## src/rtl/pattern_scan_ctrl.sv

```systemverilog
// Raster-order coordinate sequencer for the X-step pattern datapath.
// Latches a window and X step on start, then streams (x, y) over a valid/ready handshake.
module pattern_scan_ctrl #(
  parameter int unsigned W  = 12,
  parameter int unsigned CW = 24
) (
  input  logic          clk,
  input  logic          rst_n,
  input  logic          start,
  input  logic          abort,
  input  logic [W-1:0]  cfg_x0,
  input  logic [W-1:0]  cfg_y0,
  input  logic [W-1:0]  cfg_width,
  input  logic [W-1:0]  cfg_height,
  input  logic [1:0]    cfg_xmode,
  output logic          pix_valid,
  input  logic          pix_ready,
  output logic [W-1:0]  pix_x,
  output logic [W-1:0]  pix_y,
  output logic          busy,
  output logic          done,
  output logic          err,
  output logic [CW-1:0] pix_cnt
);

  typedef enum logic [1:0] {
    StIdle,
    StRun,
    StDone
  } state_e;

  localparam logic [CW-1:0] CntMax = {CW{1'b1}};

  state_e        state_q, state_d;
  logic [W-1:0]  x0_q, x0_d;
  logic [3:0]    step_q, step_d;
  logic [W-1:0]  x_end_q, x_end_d;
  logic [W-1:0]  y_end_q, y_end_d;
  logic [W-1:0]  pix_x_q, pix_x_d;
  logic [W-1:0]  pix_y_q, pix_y_d;
  logic [CW-1:0] cnt_q, cnt_d;
  logic          err_q, err_d;

  logic          cfg_ok;
  logic [3:0]    cfg_step;
  logic [W:0]    x_sum;
  logic [W:0]    y_sum;
  logic [W-1:0]  x_end_new;
  logic [W-1:0]  y_end_new;
  logic [W:0]    x_nxt;
  logic          accept;

  assign cfg_ok = (cfg_xmode != 2'b00) && (cfg_width != '0) && (cfg_height != '0);

  always_comb begin
    cfg_step = 4'd0;
    unique case (cfg_xmode)
      2'b01:   cfg_step = 4'd1;
      2'b10:   cfg_step = 4'd4;
      2'b11:   cfg_step = 4'd8;
      default: cfg_step = 4'd0;
    endcase
  end

  // End bounds in W+1 bits; a carry out means the window runs off the coordinate space.
  assign x_sum     = {1'b0, cfg_x0} + {1'b0, cfg_width} - {{W{1'b0}}, 1'b1};
  assign y_sum     = {1'b0, cfg_y0} + {1'b0, cfg_height} - {{W{1'b0}}, 1'b1};
  assign x_end_new = x_sum[W] ? {W{1'b1}} : x_sum[W-1:0];
  assign y_end_new = y_sum[W] ? {W{1'b1}} : y_sum[W-1:0];

  // Extra bit keeps X from wrapping: a carry always fails the x_end compare.
  assign x_nxt  = {1'b0, pix_x_q} + {{(W-3){1'b0}}, step_q};
  assign accept = (state_q == StRun) && pix_ready;

  always_comb begin
    state_d = state_q;
    x0_d    = x0_q;
    step_d  = step_q;
    x_end_d = x_end_q;
    y_end_d = y_end_q;
    pix_x_d = pix_x_q;
    pix_y_d = pix_y_q;
    cnt_d   = cnt_q;
    err_d   = 1'b0;

    unique case (state_q)
      StIdle: begin
        if (start) begin
          if (cfg_ok) begin
            x0_d    = cfg_x0;
            step_d  = cfg_step;
            x_end_d = x_end_new;
            y_end_d = y_end_new;
            pix_x_d = cfg_x0;
            pix_y_d = cfg_y0;
            cnt_d   = '0;
            state_d = StRun;
          end else begin
            err_d = 1'b1;
          end
        end
      end

      StRun: begin
        if (accept && (cnt_q != CntMax)) begin
          cnt_d = cnt_q + {{(CW-1){1'b0}}, 1'b1};
        end
        if (abort) begin
          state_d = StIdle;
        end else if (accept) begin
          if (x_nxt <= {1'b0, x_end_q}) begin
            pix_x_d = x_nxt[W-1:0];
          end else if (pix_y_q < y_end_q) begin
            pix_x_d = x0_q;
            pix_y_d = pix_y_q + {{(W-1){1'b0}}, 1'b1};
          end else begin
            state_d = StDone;
          end
        end
      end

      StDone: begin
        state_d = StIdle;
      end

      default: begin
        state_d = StIdle;
      end
    endcase
  end

  always_ff @(posedge clk or negedge rst_n) begin
    if (!rst_n) begin
      state_q <= StIdle;
      x0_q    <= '0;
      step_q  <= '0;
      x_end_q <= '0;
      y_end_q <= '0;
      pix_x_q <= '0;
      pix_y_q <= '0;
      cnt_q   <= '0;
      err_q   <= 1'b0;
    end else begin
      state_q <= state_d;
      x0_q    <= x0_d;
      step_q  <= step_d;
      x_end_q <= x_end_d;
      y_end_q <= y_end_d;
      pix_x_q <= pix_x_d;
      pix_y_q <= pix_y_d;
      cnt_q   <= cnt_d;
      err_q   <= err_d;
    end
  end

  assign pix_valid = (state_q == StRun);
  assign busy      = (state_q == StRun);
  // An abort landing in the DONE cycle suppresses the pulse.
  assign done      = (state_q == StDone) && !abort;
  assign err       = err_q;
  assign pix_x     = pix_x_q;
  assign pix_y     = pix_y_q;
  assign pix_cnt   = cnt_q;

endmodule

```

## config.mk

```make
export PLATFORM = sky130hd
export DESIGN_NAME = pattern_scan_ctrl
export DESIGN_NICKNAME = d
export VERILOG_FILES = /design/src/rtl/pattern_scan_ctrl.sv
export SDC_FILE = /design/constraint.sdc
export NUM_CORES = 1
export LEC_CHECK = 0
export ABC_AREA = 1
export ABC_CLOCK_PERIOD_IN_PS = 3800
export BUFFER_PORTS_ARGS = -buffer_cell sky130_fd_sc_hd__buf_4
export CAP_MARGIN = 5
export CORE_ASPECT_RATIO = 1.75
export CORE_MARGIN = 3
export CORE_UTILIZATION = 55
export DETAILED_ROUTE_END_ITERATION = 6
export PLACE_DENSITY = 0.85
export SYNTH_ARGS = -nofsm -noshare
export SYNTH_HDL_FRONTEND = slang
export SYNTH_SLANG_ARGS = --single-unit
export TNS_END_PERCENT = 20
```

## constraint.sdc

```tcl
create_clock -name clk -period 3.8 [get_ports clk]
set_input_delay 0.19 -clock clk [delete_from_list [all_inputs] [get_ports clk]]
set_output_delay 0.19 -clock clk [all_outputs]
set_load 0.05 [all_outputs]
```

==> results.sh, run 1 <==
export IMPL_outcome="finished clean"
export IMPL_power_frac_seq_pct=30.9
export IMPL_vias_per_cell=5.40
export IMPL_synth_edff_count=0
export IMPL_crit_type="reg -> reg"
export IMPL_path_depth=18
export IMPL_io_buffers=106
export IMPL_ant_nets=0
export IMPL_start_util_pct=56.3
export IMPL_wl_per_cell_um=14.5
export IMPL_reg2reg_to="pix_x[7]$_DFFE_PN0P_"
export IMPL_clock_sinks=90
export IMPL_required_ns=4.03
export IMPL_cp_num_buf_inv=1
export IMPL_path_max_fanout=16
export IMPL_hpwl_um=16000
export IMPL_drv_slew=0
export IMPL_grt_start_max_net_pins=64
export IMPL_ios=107
export IMPL_drc_errors=0
export IMPL_p_int_mw=2.50
export IMPL_cts_clk_slew_worst_paths_ns=0.07
export IMPL_cp_slowest_cell="dfrtp_1"
export IMPL_power_share_clock_pct=17.9
export IMPL_swShare_pct=48.9
export IMPL_finalSetupTns_ns=0
export IMPL_yosys_area_share_adder_pct=13.0
export IMPL_clockBufferDepth=2
export IMPL_synth_simple_area_share_pct=30.4
export IMPL_p_comb_share_pct=51.1
export IMPL_synth_nets=1239
export IMPL_synth_warnings=0
export IMPL_vdd_drop_max_v=0.000321
export IMPL_synth_distinct_cells=46
export IMPL_worst_slew_margin_rel_pct=37.8
export IMPL_cp_top_family="simple AND/OR/NAND/NOR gates"
export IMPL_leakagePower_nw=4.91
export IMPL_seq_area_frac_synth_pct=29.9
export IMPL_grt_use_total_pct=27.4
export IMPL_synth_top_family_by_area="simple AND/OR/NAND/NOR gates"
export IMPL_first_pass_iters=5
export IMPL_worstPathCellList="ha_1 > ha_1 > nand3_1 > nand3_1 > nand2_1 > nor2_1 > xor2_1 > inv_1 > ha_1 > nand3_1 > nor3_1 > nand3_1 > nand2_4 > nand2_4 > nand2_4 > nand2_2 > nand2_1 > nand2_1"
export IMPL_htree_levels=3
export IMPL_syn_inst=1107
export IMPL_cts_root_buf="clkbuf_16"
export IMPL_cp_common_cell="nand3_1"
export IMPL_hold_class="in -> reg"
export IMPL_skew_ns=0.0138
export IMPL_fin_crit_ns=3.39
export IMPL_r2r_setup_slack_ns=0.41
export IMPL_syn_avg_cell_area_um2=6.80
export IMPL_cp_endpoint="pix_x[7]$_DFFE_PN0P_"
export IMPL_cts_buffers=9
export IMPL_timing_rr_start="pix_x[0]$_DFFE_PN0P_"
export IMPL_crit_path_start="pix_x[0]$_DFFE_PN0P_"
export IMPL_critPathLaunchType="register"
export IMPL_timing_fmax_mhz=295
export IMPL_clk_latency_ns=0.36
export IMPL_num_nets_final=1334
export IMPL_final_core_util_pct=65.5
export IMPL_drive_gt1_share_pct=12.8
export IMPL_drt_iter0_drc=385
export IMPL_p_per_area_nw_per_um2=559
export IMPL_drt_wl_total_um=20000
export IMPL_vias=7455
export IMPL_setup_viol=0
export IMPL_ff2ff_path_depth=18
export IMPL_p_sw_mw=2.40
export IMPL_die_h_um=161
export IMPL_grt_pass1_vias=7375
export IMPL_rsz0062_at_grt="false"
export IMPL_die_x_um=94.4
export IMPL_num_rows=56
export IMPL_area_delta_synth_final_pct=16.4
export IMPL_endpoint_kind="register"
export IMPL_grt_pass1_wl_um=33500
export IMPL_finalHoldViolations=0
export IMPL_holdWs_ns=0.0552
export IMPL_synthXorXnorAreaFrac_pct=4.07
export IMPL_tightest_slew_ns=0.932
export IMPL_synth_main_ff_cell="dfrtp_1"
export IMPL_dieArea_um2=15200
export IMPL_synth_compound_area_share_pct=9.42
export IMPL_cp_arrival_ns=3.62
export IMPL_antenna_found_initial=0
export IMPL_synth_mux_area_fraction_pct=0
export IMPL_max_stage_delay_ns=0.42
export IMPL_diodes=0
export IMPL_overflow=0
export IMPL_synth_area_um2=7530
export IMPL_post_cts_setup_buffers=0
export IMPL_cap_violations=0
export IMPL_cts_tree="built"
export IMPL_period_share_pct=89.3
export IMPL_synth_seq_cells=90
export IMPL_ys_async_sr_fraction_pct=100
export IMPL_gp_congestion=0.930
export IMPL_core_um2=13400
[timing repair]
action,4_1_cts,5_1_grt
gates resized for setup,0,6
hold buffers,1,0
setup endpoints to repair,0,24
endpoints found under the hold margin,62,0
[power by group through the flow]
stage	clock [mW]	combinational, mW	sequential (mW)
floorplan	0	1.40	1.90
CTS	0.884	2.49	1.51
global route	0.923	2.81	1.55
global placement	0	2.42	1.51
finish	0.878	2.51	1.52
detailed placement	0	2.47	1.52
[worst min-delay path by stage]
| stage | startpoint | to | slack (ns) | cells past startpoint |
|---|---|---|---|---|
| finish | cfg_xmode[0] | step_q[2]$_DFFE_PN0P_ | 0.06 | 2 |
| global route | cfg_xmode[0] | step_q[2]$_DFFE_PN0P_ | 0.07 | 2 |
| CTS | cfg_xmode[0] | step_q[2]$_DFFE_PN0P_ | 0.06 | 2 |
| detailed placement | rst_n | pix_cnt[15]$_DFFE_PN0P_ | 0.33 | 1 |
| global placement | rst_n | pix_cnt[15]$_DFFE_PN0P_ | 0.32 | 1 |
| floorplan | rst_n | err$_DFF_PN0_ | -0.11 | 0 |
[per-stage QoR]
stage | area [um2] | worst slack [ns] | total power, mW | cells
2_1_floorplan | 7530 | 0.658 | 3.30 | 1107
3_3_place_gp | 8440 | 0.221 | 3.93 | 1364
3_5_place_dp | 8440 | 0.120 | 3.98 | 1364
4_1_cts | 8740 | 0.0841 | 4.88 | 1381
5_1_grt | 8770 | 0.0536 | 5.28 | 1381
6_report | 8770 | 0.406 | 4.90 | 1381
[synthesized netlist by cell type (4+ instances only)]
master | instances | area share (%)
nand2_1 | 274 | 14
inv_1 | 219 | 11
nand3_1 | 91 | 6.0
dfrtp_1 | 90 | 30
nor2_1 | 89 | 4.4
ha_1 | 75 | 12
o21ai_0 | 49 | 3.3
a21oi_1 | 31 | 2.1
nand4_1 | 24 | 2.0
xor2_1 | 24 | 2.8
a31oi_1 | 21 | 1.7
nor3_1 | 17 | 1.1
o21ai_1 | 11 | 0.73
xnor2_1 | 11 | 1.3
buf_2 | 10 | 0.66
clkbuf_1 | 10 | 0.50
nand2_2 | 6 | 0.50
buf_1 | 4 | 0.20
buf_4 | 4 | 0.40
inv_2 | 4 | 0.20
nand3b_1 | 4 | 0.40
nor4_1 | 4 | 0.33
[cell families (layout without fill, tap and decap cells)]
family	count (synthesis)	after routing
AND/OR/NAND/NOR	523	523
AO/OA/AOI/OAI	128	128
buffers and inverters	254	354
adder cells (fa/ha/maj)	77	77
XOR/XNOR	35	35
flip-flops	90	90
[flip-flops by register name, indices dropped and copies added (netlist names)]
signal / flops
pix_cnt: 24
pix_x: 12
pix_y: 12
x0_q: 12
x_end_q: 12
y_end_q: 12
step_q: 3
state_q: 2
err: 1
[placed cells by master (no fill, tap or decap), types with 4 or more instances in the layout]
cell and instances:
a21oi_1 31, clkbuf_16 9, nand2_1 272, dfrtp_1 90, nand2_4 6, xnor2_1 11, o21ai_0 49, a31oi_1 21
nor4_1 4, nand2_2 4, nand3_1 91, inv_1 219, nand3b_1 4, nor2_1 88, xor2_1 24, nor3_1 17
inv_2 4, ha_1 75, buf_4 113, nand4_1 24, o21ai_1 11, inv_6 4
[layout make-up]
cell class | instances | area (um2)
Timing Repair Buffer | 114 | 858
Sequential cell | 90 | 2250
Tap cell | 174 | 218
Multi-Input combinational cell | 763 | 4310
Fill cell | 1233 | 4620
Clock inverter | 7 | 63.8
Clock buffer | 9 | 225
Inverter | 224 | 841
[metal layers]
layer	GRT usage (%)	wire (um)	vias to the layer above
met5	0	0	-
met1	29.5	7570	3464
met4	16.1	1070	0
li1	-	-	3704
met3	2.81	777	73
met2	50.0	10600	214
Power figures use the tool's default switching activity.
==> inputs of run 2 (changes only) <==
ABC_CLOCK_PERIOD_IN_PS = 3400   (was 3800)
BUFFER_PORTS_ARGS = unset   (was -buffer_cell sky130_fd_sc_hd__buf_4)
DONT_BUFFER_PORTS = 1   (was unset)
PLACE_DENSITY = 0.78   (was 0.85)
clock period = 3.4 ns   (was 3.8 ns; I/O delays follow)
==> results.sh, run 2 (synthesis gave the netlist of run 1 again) <==
export IMPL_layout_commonest_cell="nand2_1"
export IMPL_worst_slew_margin_rel_pct=36.7
export IMPL_cts_root_buf="clkbuf_16"
export IMPL_vias=7167
export IMPL_clock_sinks=90
export IMPL_start_util_pct=56.3
export IMPL_die_x_um=94.4
export IMPL_r2r_setup_slack_ns=0.34
export IMPL_wl_per_cell_um=15.1
export IMPL_cts_tree="built"
export IMPL_tightest_slew_ns=0.949
export IMPL_num_rows=56
export IMPL_drive_gt1_share_pct=8.12
export IMPL_stdcell_count=1319
export IMPL_grt_pass1_vias=7096
export IMPL_final_cell_mix="nand2_1, inv_1, nand3_1, dfrtp_1, nor2_1"
export IMPL_clockBufferDepth=2
export IMPL_drv_slew=0
export IMPL_fin_crit_ns=3.06
export IMPL_timing_rr_start="pix_x[0]$_DFFE_PN0P_"
export IMPL_hold_class="in -> reg"
export IMPL_hold_path_end="step_q[2]$_DFFE_PN0P_"
export IMPL_path_max_fanout=10
export IMPL_die_h_um=161
export IMPL_diodes=0
export IMPL_timing_fmax_mhz=327
export IMPL_endpoint_kind="register"
export IMPL_num_nets_final=1274
export IMPL_min_delay_start="cfg_xmode[1]"
export IMPL_outcome="finished clean"
export IMPL_ff2ff_path_depth=23
export IMPL_overflow=0
export IMPL_largest_register_ffs=24
export IMPL_post_cts_setup_buffers=0
export IMPL_grt_pass1_wl_um=32900
export IMPL_required_ns=3.63
export IMPL_rsz0062_at_grt="false"
export IMPL_leakagePower_nw=4.62
export IMPL_htree_levels=3
export IMPL_grt_use_total_pct=27.3
export IMPL_antenna_found_initial=0
export IMPL_io_buffers=0
export IMPL_dieArea_um2=15200
export IMPL_cts_buffers=9
export IMPL_vias_per_cell=5.43
export IMPL_grt_start_max_net_pins=91
export IMPL_drt_iter0_drc=332
export IMPL_cap_violations=0
export IMPL_ios=107
export IMPL_finalHoldViolations=0
export IMPL_cp_arrival_ns=3.29
export IMPL_critPathLaunchType="register"
export IMPL_vdd_drop_max_v=0.000268
export IMPL_min_delay_path_depth=2
export IMPL_skew_ns=0.00979
export IMPL_reg2reg_to="pix_x[6]$_DFFE_PN0P_"
export IMPL_cts_clk_slew_worst_paths_ns=0.06
export IMPL_core_um2=13400
export IMPL_p_per_area_nw_per_um2=660
export IMPL_setup_viol=0
export IMPL_gp_congestion=0.950
export IMPL_crit_type="reg -> reg"
export IMPL_finalSetupTns_ns=0
export IMPL_dp_cells=1300
export IMPL_drc_errors=0
export IMPL_first_pass_iters=5
export IMPL_drt_wl_total_um=20000
export IMPL_area_delta_synth_final_pct=11.2
export IMPL_hpwl_um=15700
export IMPL_ant_nets=0
export IMPL_clk_latency_ns=0.34
export IMPL_period_share_pct=89.9
==> run 2: what timing repair did <==
| action | CTS | global route |
|---|---|---|
| gates resized for setup | 0 | 5 |
| endpoints found under the hold margin | 94 | 0 |
| hold buffers | 5 | 0 |
| endpoints found under the setup margin | 0 | 24 |
==> run 2: report_power, final <==
group | leakage [nW] | switching (mW) | internal, mW
clock | 0.151 | 0.398 | 0.655
sequential | 1.10 | 0.214 | 1.35
combinational | 3.37 | 1.98 | 0.931
total | 4.62 | 2.59 | 2.94
==> run 2: worst max-delay path by stage <==
stage / startpoint / depth (start not counted) / endpoint
3_5_place_dp: pix_x[0]$_DFFE_PN0P_ / 18 / pix_y[10]$_DFFE_PN0P_
5_1_grt: pix_x[0]$_DFFE_PN0P_ / 22 / pix_x[6]$_DFFE_PN0P_
2_1_floorplan: pix_x[0]$_DFFE_PN0P_ / 19 / pix_x[6]$_DFFE_PN0P_
6_report: pix_x[0]$_DFFE_PN0P_ / 23 / pix_x[6]$_DFFE_PN0P_
4_1_cts: pix_x[0]$_DFFE_PN0P_ / 17 / pix_y[0]$_DFFE_PN0P_
3_3_place_gp: pix_x[0]$_DFFE_PN0P_ / 18 / pix_x[8]$_DFFE_PN0P_
==> run 2: layout make-up <==
class / count / area, um2
fill: 1225 / 5010
sequential: 90 / 2250
multi-input combinational: 763 / 4320
inverter: 224 / 841
tap: 174 / 218
clock inverter: 3 / 65.1
clock buffer: 11 / 243
timing repair buffer: 54 / 435
==> run 2: worst max-delay path: stages (launching register included) <==
cell and delay (ns):
dfrtp_1 0.38, ha_1 0.23, ha_1 0.22, nand3_1 0.10, nand3_2 0.11, nand2_1 0.14
xor2_1 0.19, inv_1 0.07, ha_1 0.28, nand2_1 0.10, inv_1 0.06, nand2_1 0.06
nand2_1 0.04, nand2_1 0.05, nand2_1 0.05, nor2_1 0.14, nand2_2 0.08, nand2_2 0.14
buf_4 0.20, nand2_1 0.08, nand3_1 0.07, nand2_1 0.05, nand2_1 0.05, nand2_1 0.05
==> run 2: metal layers <==
layer / global-route usage [%] / part of all wire [%] / vias up
met5: 0 / 0 / -
met4: 15.8 / 6.0 / 0
met3: 5.30 / 5.7 / 82
met2: 48.6 / 51 / 235
met1: 29.1 / 37 / 3270
li1: - / - / 3580
==> run 2: through the flow <==
| stage | worst slack (ns) | utilization [%] | instance area [um2] | hold WS, ns | total power, mW |
|---|---|---|---|---|---|
| floorplan | 0.258 | - | 7530 | -0.126 | 3.68 |
| global placement | 0.264 | 59.6 | 7970 | -0.123 | 4.34 |
| detailed placement | 0.181 | 59.6 | 7970 | -0.123 | 4.40 |
| CTS | 0.165 | 62.4 | 8350 | 0.00308 | 5.50 |
| global route | 0.0126 | 62.6 | 8370 | 0.0258 | 5.98 |
| finish | 0.344 | 62.6 | 8370 | 0.00535 | 5.53 |
==> inputs of run 3 (changes only) <==
ABC_CLOCK_PERIOD_IN_PS = 3250   (was 3400)
clock period = 3.25 ns   (was 3.4 ns; I/O delays follow)
==> results.sh, run 3 (synthesis gave the netlist of run 1 again) <==
export IMPL_hold_class="in -> reg"
export IMPL_tightest_slew_ns=0.983
export IMPL_cts_tree="built"
export IMPL_drc_errors=0
export IMPL_required_ns=3.48
export IMPL_grt_busiest_layer="met2"
export IMPL_dieArea_um2=15200
export IMPL_critPathLaunchType="register"
export IMPL_antenna_found_initial=0
export IMPL_num_rows=56
export IMPL_drt_wl_total_um=20000
export IMPL_grt_pass1_wl_um=32800
export IMPL_overflow=0
export IMPL_placed_cell_area_um2=7990
export IMPL_grt_start_max_net_pins=91
export IMPL_clockBufferDepth=2
export IMPL_final_cell_mix="nand2_1, inv_1, nand3_1, dfrtp_1, nor2_1"
export IMPL_vias_per_cell=5.43
export IMPL_setup_viol=0
export IMPL_use_met2_pct=50.0
export IMPL_die_h_um=161
export IMPL_grt_use_total_pct=27.1
export IMPL_cp_arrival_ns=3.21
export IMPL_finalHoldViolations=1
export IMPL_die_x_um=94.4
export IMPL_htree_levels=3
export IMPL_cts_buffers=9
export IMPL_wl_per_cell_um=15.0
export IMPL_holdWs_ns=-0.00315
export IMPL_clk_latency_ns=0.35
export IMPL_skew_ns=0.00806
export IMPL_timing_rr_start="pix_x[0]$_DFFE_PN0P_"
export IMPL_drive_gt1_share_pct=8.59
export IMPL_grt_use_met1_pct=27.6
export IMPL_core_um2=13400
export IMPL_hpwl_um=15900
export IMPL_dp_cells=1302
export IMPL_worst_slew_margin_rel_pct=34.4
export IMPL_hold_path_end="step_q[3]$_DFFE_PN0P_"
export IMPL_cap_violations=0
export IMPL_min_delay_path_depth=2
export IMPL_grt_pass1_vias=7243
export IMPL_drv_slew=0
export IMPL_io_buffers=0
export IMPL_vdd_drop_max_v=0.000338
export IMPL_cts_root_buf="clkbuf_16"
export IMPL_outcome="complete, but fails checks"
export IMPL_path_max_fanout=12
export IMPL_num_nets_final=1280
export IMPL_grtUsageMet3_pct=4.69
export IMPL_first_pass_iters=5
export IMPL_timing_fmax_mhz=336
export IMPL_clock_sinks=90
export IMPL_crit_type="reg -> reg"
export IMPL_final_core_util_pct=63.2
export IMPL_ff2ff_path_depth=19
export IMPL_endpoint_kind="register"
export IMPL_r2r_setup_slack_ns=0.27
export IMPL_fin_crit_ns=2.98
export IMPL_p_per_area_nw_per_um2=699
export IMPL_period_share_pct=91.6
export IMPL_diodes=0
export IMPL_worst_slack_ns=0.275
export IMPL_largest_register_ffs=24
export IMPL_stdcell_area_um2=8460
export IMPL_cts_clk_slew_worst_paths_ns=0.07
export IMPL_reg2reg_to="pix_y[10]$_DFFE_PN0P_"
export IMPL_failed_checks="negative hold slack"
export IMPL_area_delta_synth_final_pct=12.4
export IMPL_gp_congestion=0.935
export IMPL_vias=7212
export IMPL_layout_commonest_cell="nand2_1"
export IMPL_ios=107
export IMPL_min_delay_start="cfg_xmode[1]"
export IMPL_pre_cts_ws_ns=0.0303
export IMPL_leakagePower_nw=4.68
export IMPL_start_util_pct=56.3
export IMPL_drt_iter0_drc=407
export IMPL_ant_nets=0
export IMPL_stdcell_count=1327
==> run 3: cell count changes in the layout (fill, tap and decap cells not counted), sizes merged <==
cell	change
clkbuf	-2
buf	+3
clkinv	+3
dlygate4sd3	+3
bufinv	+1
==> run 3: worst max path at each step <==
stage                          startpoint                    end  slack, ns  depth (start not counted)
floorplan            pix_x[0]$_DFFE_PN0P_   pix_x[6]$_DFFE_PN0P_       0.11                         19
global placement     pix_x[0]$_DFFE_PN0P_   pix_x[8]$_DFFE_PN0P_       0.16                         18
detailed placement   pix_x[0]$_DFFE_PN0P_  pix_x[11]$_DFFE_PN0P_       0.03                         18
CTS                  pix_x[0]$_DFFE_PN0P_  pix_x[11]$_DFFE_PN0P_      0.008                         18
global route        step_q[2]$_DFFE_PN0P_   pix_x[8]$_DFFE_PN0P_     -0.005                         24
finish               pix_x[0]$_DFFE_PN0P_  pix_y[10]$_DFFE_PN0P_       0.27                         19
==> run 3: power by group <==
part,internal [mW],leakage (nW),switching (mW)
Clock,0.751,0.169,0.443
Sequential,1.41,1.10,0.206
Combinational,0.994,3.41,2.10
==> run 3: area by class of cell <==
cell class	count	area [um2]
fill	1218	4920
multi-input combinational	763	4320
sequential	90	2250
inverter	224	841
timing repair buffer	60	492
clock buffer	9	225
tap	174	218
clock inverter	7	118
==> run 3: through the flow <==
step	setup TNS [ns]	power [mW]
floorplan	0	3.85
global placement	0	4.56
detailed placement	0	4.63
CTS	0	5.87
global route	-0.00630	6.35
finish	0	5.91
==> run 3: metal layers <==
layer / vias up / part of all wire, %
met1: 3306 / 37
met2: 230 / 52
li1: 3599 / -
met4: 0 / 6.1
met5: - / 0
met3: 77 / 5.4
==> run 3: repair_timing <==
item                       CTS  global route
gates resized for setup      0             7
setup buffers                0             1
hold endpoints to repair    97             0
hold buffers                 8             0
setup endpoints to repair    0            24
==> run 3: critical path, stage by stage (launching register included) <==
cell and delay (ns):
dfrtp_1 0.38, ha_1 0.23, ha_1 0.22, nand3_1 0.10, nand3_2 0.11, buf_4 0.16
xor2_1 0.20, inv_1 0.09, ha_1 0.32, nand2_1 0.06, inv_1 0.06, nand3b_1 0.07
nand3_1 0.10, nand3_1 0.09, nand2_2 0.11, nand2_4 0.09, nand2_2 0.08, nand2_2 0.16
nand2_1 0.14, nand2_1 0.06
